[src/rtl/wb_pkg.sv]
// wb_pkg: constants shared by the writeback stage and its load aligner.
//   WB_XLEN       default datapath width
//   F3_*          load funct3 encodings
//   WB_PC4..CSR   writeback source indices into the packed source bus
package wb_pkg;

  localparam int WB_XLEN = 32;

  localparam logic [2:0] F3_LB  = 3'b000;
  localparam logic [2:0] F3_LH  = 3'b001;
  localparam logic [2:0] F3_LW  = 3'b010;
  localparam logic [2:0] F3_LBU = 3'b100;
  localparam logic [2:0] F3_LHU = 3'b101;

  localparam int WB_PC4 = 0;
  localparam int WB_ALU = 1;
  localparam int WB_LD  = 2;
  localparam int WB_CSR = 3;

endpackage

[src/rtl/wb_load_align.sv]
// wb_load_align: combinational load-data alignment and extension.
//   word     in  XLEN  raw load word from the LSU
//   funct3   in  3     load type (LB/LH/LW/LBU/LHU, others pass through)
//   addr_lo  in  2     byte offset of the load address
//   aligned  out XLEN  extracted, sign- or zero-extended value
// Misaligned half offsets are not trapped: only addr_lo[1] picks the half.
module wb_load_align
  import wb_pkg::*;
#(
  parameter int XLEN = WB_XLEN
) (
  input  logic [XLEN-1:0] word,
  input  logic [2:0]      funct3,
  input  logic [1:0]      addr_lo,
  output logic [XLEN-1:0] aligned
);

  logic [7:0]  byte_sel;
  logic [15:0] half_sel;

  always_comb begin
    case (addr_lo)
      2'd0:    byte_sel = word[7:0];
      2'd1:    byte_sel = word[15:8];
      2'd2:    byte_sel = word[23:16];
      default: byte_sel = word[31:24];
    endcase
  end

  assign half_sel = addr_lo[1] ? word[31:16] : word[15:0];

  always_comb begin
    aligned = word;
    case (funct3)
      F3_LB:   aligned = XLEN'($signed(byte_sel));
      F3_LBU:  aligned = XLEN'(byte_sel);
      F3_LH:   aligned = XLEN'($signed(half_sel));
      F3_LHU:  aligned = XLEN'(half_sel);
      F3_LW:   aligned = XLEN'($signed(word[31:0]));
      default: aligned = word;
    endcase
  end

endmodule

[src/rtl/wb_stage.sv]
// wb_stage: registered writeback stage.
//   clk, rst        clock, synchronous active-high reset
//   in_valid        instruction presented this cycle
//   stall, flush    hold outputs / kill the entering instruction
//   src_data        NSRC packed sources, source i at [i*XLEN +: XLEN]
//   wb_sel          source select (out-of-range selects give 0)
//   ld_funct3       load type, ld_addr_lo byte offset (alignment build only)
//   rd_addr,rd_wren destination register and its write request
//   wb_valid, wb_data, wb_rd, wb_wren  registered outputs (1-cycle latency)
// Build option: define WB_LOAD_ALIGN_EN to align/extend the LD_IDX source
// here; otherwise it passes through raw and the LSU aligns upstream.
//
// Flow control: there is no ready. An instruction moves in on every edge
// where rst, flush and stall are all low; stall freezes all outputs,
// flush (even under stall) clears wb_valid/wb_wren but keeps wb_data/wb_rd.
// wb_data/wb_rd load even when in_valid is low, so consumers must qualify
// them with wb_valid/wb_wren.
module wb_stage
  import wb_pkg::*;
#(
  parameter int XLEN   = WB_XLEN,
  parameter int NSRC   = 4,
  parameter int LD_IDX = WB_LD,
  parameter int SELW   = $clog2(NSRC)
) (
  input  logic                 clk,
  input  logic                 rst,
  input  logic                 in_valid,
  input  logic                 stall,
  input  logic                 flush,
  input  logic [NSRC*XLEN-1:0] src_data,
  input  logic [SELW-1:0]      wb_sel,
  input  logic [2:0]           ld_funct3,
  input  logic [1:0]           ld_addr_lo,
  input  logic [4:0]           rd_addr,
  input  logic                 rd_wren,
  output logic                 wb_valid,
  output logic [XLEN-1:0]      wb_data,
  output logic [4:0]           wb_rd,
  output logic                 wb_wren
);

  logic [XLEN-1:0] ld_word;
  logic [XLEN-1:0] ld_result;
  logic [XLEN-1:0] result;

  assign ld_word = src_data[LD_IDX*XLEN +: XLEN];

`ifdef WB_LOAD_ALIGN_EN
  wb_load_align #(
    .XLEN(XLEN)
  ) u_align (
    .word   (ld_word),
    .funct3 (ld_funct3),
    .addr_lo(ld_addr_lo),
    .aligned(ld_result)
  );
`else
  // Load control is meaningless without the aligner; fold it into a sink.
  logic unused_ld_ctrl;
  assign unused_ld_ctrl = ^{ld_funct3, ld_addr_lo};
  assign ld_result      = ld_word;
`endif

  // Only indices below NSRC can match, so a select past the last source
  // (possible when NSRC is not a power of two) falls through to zero.
  always_comb begin
    result = '0;
    for (int i = 0; i < NSRC; i++) begin
      if (wb_sel == SELW'(i)) begin
        result = (i == LD_IDX) ? ld_result : src_data[i*XLEN +: XLEN];
      end
    end
  end

  always_ff @(posedge clk) begin
    if (rst) begin
      wb_valid <= 1'b0;
      wb_data  <= '0;
      wb_rd    <= 5'd0;
      wb_wren  <= 1'b0;
    end else if (flush) begin
      wb_valid <= 1'b0;
      wb_wren  <= 1'b0;
    end else if (!stall) begin
      wb_valid <= in_valid;
      wb_data  <= result;
      wb_rd    <= rd_addr;
      // x0 is hardwired to zero, so never request a write to it.
      wb_wren  <= in_valid & rd_wren & (rd_addr != 5'd0);
    end
  end

endmodule

[config.mk]
export PLATFORM = sky130hd
export DESIGN_NAME = wb_stage
export DESIGN_NICKNAME = d
export VERILOG_FILES = /design/src/rtl/wb_pkg.sv /design/src/rtl/wb_load_align.sv /design/src/rtl/wb_stage.sv
export SDC_FILE = /design/constraint.sdc
export NUM_CORES = 1
export LEC_CHECK = 0
export BUFFER_PORTS_ARGS = -buffer_cell sky130_fd_sc_hd__buf_2
export CORE_MARGIN = 1
export CORE_UTILIZATION = 40
export DETAILED_ROUTE_END_ITERATION = 8
export GPL_ROUTABILITY_DRIVEN = 0
export GPL_TIMING_DRIVEN = 0
export PLACE_DENSITY = 0.82
export SETUP_SLACK_MARGIN = 0.15
export SLEW_MARGIN = 30
export SYNTH_ARGS = -nofsm -noshare
export SYNTH_HDL_FRONTEND = slang
export SYNTH_HIERARCHICAL = 1
export SYNTH_SLANG_ARGS = --single-unit
[constraint.sdc]
create_clock -name clk -period 4 [get_ports clk]
set_input_delay 0.8 -clock clk [delete_from_list [all_inputs] [get_ports clk]]
set_output_delay 0.8 -clock clk [all_outputs]
set_load 0.01 [all_outputs]
======== Word level (Yosys, flattened, before mapping) ========
Cells that the tools add are included.
storage, ports and cells
  register bits ........................... 39
operators by class
  reduce and logical (&&, ||, !) cells .... 4
  multiplexer cells ....................... 4
  equal/unequal tests ..................... 3
  bitwise gates (word level) .............. 4
operators by type and width
  cell                  number
  $mux W32              4
  $reduce_bool A5 Y1    1
  $eq A2 B2 Y1 const B  2
  $and A1 B1 Y1         2
  $eq A2 B1 Y1 const B  1
  $logic_not A2 Y1      1
  $not A1 Y1            2
  $reduce_and A2 Y1     1
  $reduce_or A2 Y1      1

======== Depth between registers and ports, before layout ========
  depth in word-level cells ............... 5
  gate-level depth with buffers ........... 6

======== Worst setup path before layout ========
Ideal clock, no wire load.
  kind .................................... input-to-reg
  start ................................... input port wb_sel[0]
  end ..................................... register wb_data[10]
  required time ........................... 3878 ps
  buffers on the path ..................... 2
  arrival ................................. 2004 ps
  stages .................................. 4
  library setup time ...................... 122 ps
  path slack .............................. 1874 ps
  cells stage by stage .................... buf_2 buf_1 mux2_2 a221o_1
on the way
  longest elaborated chain between the ends .. 5
  elaborated cells between the ends (all ways) .. 8
  classes of those cells .................. eq/ne: 3; mux: 4; reduce/logical: 1
ends and longest elaborated chain
  element                 line            text
  start: declaration      wb_stage.sv:32  input logic [SELW-1:0] wb_sel,
  $logic_not A2 Y1        wb_stage.sv:70  if (wb_sel == SELW'(i)) begin
  $mux W32 (3 in series)  wb_stage.sv:70
  $mux W32 *              wb_stage.sv:70
  end signal: assignment  wb_stage.sv:87  wb_data <= result;
  end: declaration        wb_stage.sv:38  output logic [XLEN-1:0] wb_data,
Mark *: on every way between the ends. The rest lies on a longest branch, timed or not.
A chain may end at the register's enable or synchronous reset.

======== Final worst setup path ========
  start ................................... input port wb_sel[0]
  end ..................................... register wb_data[30]
Same word-level chain as after synthesis.

==> qor.txt <==
outcome - complete, no violations
fin. max-slew vios - 0
Worst-path clk slew - 0.07 ns
buffers added on ports - 176
Worst EP required - 4.17 ns
#FFs+latches synth - 39
Final Skew - 0 ns
CTS tree - built
Hold Violations, Final - 0
max_cap viols - 0
Die Height - 75.8 µm
CTS H-tree depth - 2
Worst-Skew Late Latency - 0.28 ns
Core Footprint - 5170 µm²
share of the synthesized area in the top cell type - 0.358
Worst R2R End - wb_data[21]$_SDFFE_PP0P_
largest net degree at the start of global routing - 12
Core Rows - 26
setup TNS - 0 ns
Final #Nets - 543
sequential share of power - 0.453
Synth area leaders - dfxtp_1 36%, mux2_2 17%, mux2i_1 15%, a221o_1 15%, nor2_1 6.0%
Crit Path Max Fanout - 10
Hold Crit Class - flop to flop
Hold Crit Start - wb_rd[3]$_SDFFE_PP0P_
slowest stage cell on the critical path - clkbuf_1
placed cell area - 3150 µm²
Top Layer Used - met4
RR Startpoint - wb_data[21]$_SDFFE_PP0P_
DR pass1 iterations - 4
Post-Syn Instances - 214
Hold Path Stages - 2
Initial DRC Count - 74
Unique masters post-synth - 19
GRT Residual Overflow - 0
synth warn - 6
Final min period - 2.09 ns
Sw Pwr - 238 µW
DR WL/cell - 13.9 µm
Final Instance Area - 3250 µm²
Avg Synthesized Cell Area - 10.2 µm²
pwr/cell area - 287 nW/µm²
Via density - 5.09
Clock Sink Count - 39
Setup CP Type - input port to flop
Worst R2R Path Depth - 1
Seq/Total Area, Yosys - 0.358
Initial Util - 0.422
io pins - 185
crit end category - flop
flop2flop setup slack - 3.26 ns
Logic pwr share - 0.237
WL met1 - 2690 µm
met2 WL - 3320 µm
Total GRT Usage - 0.223
RSZ-0062 raised after global routing - false
cts hold-fix bufs - 0
Leak Pwr - 0.00171 µW
HPWL Detailed - 5050 µm
Internal Power - 694 µW
Antenna Nets Post-Route - 0
DR DRC count - 0
vias in the first global route - 2226
Post-Route WL - 6520 µm
CP bufs+invs - 2
antenna violations before repair - 0
delay-heaviest family, CP - buffers and inverters
Worst-Margin Slew - 0.569 ns
Die ar. - 5750 µm²
fraction of layout cells with a size suffix above 1 - 0.585
crit start category - input port
first-pass GRT wire length - 9670 µm
Slew Limit Headroom - 0.621
Cell Area, Synth - 2180 µm²
CP arrival - 2.26 ns
Hold Path End - wb_rd[3]$_SDFFE_PP0P_
Net Sw Frac - 0.256
area growth from synthesis to layout - 49.0%
Root Driver - clkbuf_8
Max VDD drop - 0.158 mV
Yosys top cell by area - dfxtp_1
# resized after CTS - 0
syn nets - 360
Clock power frac - 0.310
Chip Width - 75.8 µm
Diodes inserted - 0
period utilization - 0.522
# fillers - 463
setup bufs post-CTS - 0
CTS buffer count - 5
Largest stage delay, worst path - 0.49 ns
Max clock buf depth - 2
count of final setup violators - 0
via count - 2381
fmax - 479 MHz
Cell Chain, Critical Path - buf_2, clkbuf_1, mux2_2, a221o_1
met3 WL - 448 µm
==> cells in the mapped netlist, drive strengths merged <==
cell type	instances
nor2	36
clkbuf	4
dfxtp	39
nand4b	1
mux2	32
nand3	1
a21oi	5
o21ai	6
mux2i	33
nand2	5
nor4b	1
or4	2
buf	16
a221o	32
nor3	1
==> metrics by stage <==
step / cells / hold WS [ns] / utilization / total power (µW) / setup slack, ns
2_1_floorplan: 214 / 0.494 / - / 544 / 1.87
3_3_place_gp: 460 / 0.462 / 0.609 / 646 / 1.62
3_5_place_dp: 460 / 0.466 / 0.609 / 652 / 1.57
4_1_cts: 468 / 0.480 / 0.628 / 944 / 1.87
5_1_grt: 468 / 0.512 / 0.628 / 981 / 1.81
6_report: 468 / 0.477 / 0.628 / 932 / 1.91
==> placed cells by master, fill, tap and decap left out, drive strengths merged <==
cell type / instances
buf: 192
dfxtp: 39
nor2: 36
mux2i: 33
mux2: 32
a221o: 32
clkbuf: 12
o21ai: 6
nand2: 5
a21oi: 5
or4: 2
nor4b: 1
nor3: 1
nand4b: 1
nand3: 1
==> logic make-up after synthesis <==
logic type             after synthesis  share of synthesized area
buffers and inverters               20                     0.0574
DFF                                 39                      0.358
muxes                               65                      0.317
AOI/OAI and AO/OA                   43                      0.172
and+or+nand+nor                     47                     0.0958
==> how the worst max path moves through the flow <==
stage / start / cells after the start / slack, ns / endpoint
floorplan: wb_sel[0] / 4 / 1.87 / wb_data[10]$_SDFFE_PP0P_
CTS: wb_sel[0] / 4 / 1.87 / wb_data[30]$_SDFFE_PP0P_
global route: wb_sel[0] / 4 / 1.81 / wb_data[14]$_SDFFE_PP0P_
finish: wb_sel[0] / 4 / 1.91 / wb_data[30]$_SDFFE_PP0P_
global placement: wb_sel[0] / 4 / 1.62 / wb_data[24]$_SDFFE_PP0P_
detailed placement: wb_sel[0] / 4 / 1.57 / wb_data[11]$_SDFFE_PP0P_
==> final cells by class <==
class,instances,area (µm²),share of cell area
Buffer,20,125,0.0385
Clock buffer,8,100,0.0308
Multi-Input combinational cell,155,1270,0.392
Sequential cell,39,781,0.240
Tap cell,70,87.6,0.0270
Timing Repair Buffer,176,881,0.271
==> registers in the layout, summed over array words and instances (netlist names) <==
name and cells:
wb_wren 1, wb_rd 5, wb_valid 1, wb_data 32
==> power by group through the flow <==
| stage | Clock [µW] | Combinational [µW] | Sequential, µW |
|---|---|---|---|
| 2_1_floorplan | 0 | 103 | 441 |
| 3_3_place_gp | 0 | 217 | 430 |
| 3_5_place_dp | 0 | 222 | 431 |
| 4_1_cts | 299 | 223 | 422 |
| 5_1_grt | 313 | 243 | 425 |
| 6_report | 289 | 221 | 422 |
==> routing by layer <==
layer | vias to the layer above | track usage
li1 | 1177 | -
met1 | 1082 | 0.245
met2 | 115 | 0.421
met3 | 7 | 0.0476
met4 | 0 | 0.0720
met5 | - | 0
(Power assumes the default switching activity.)
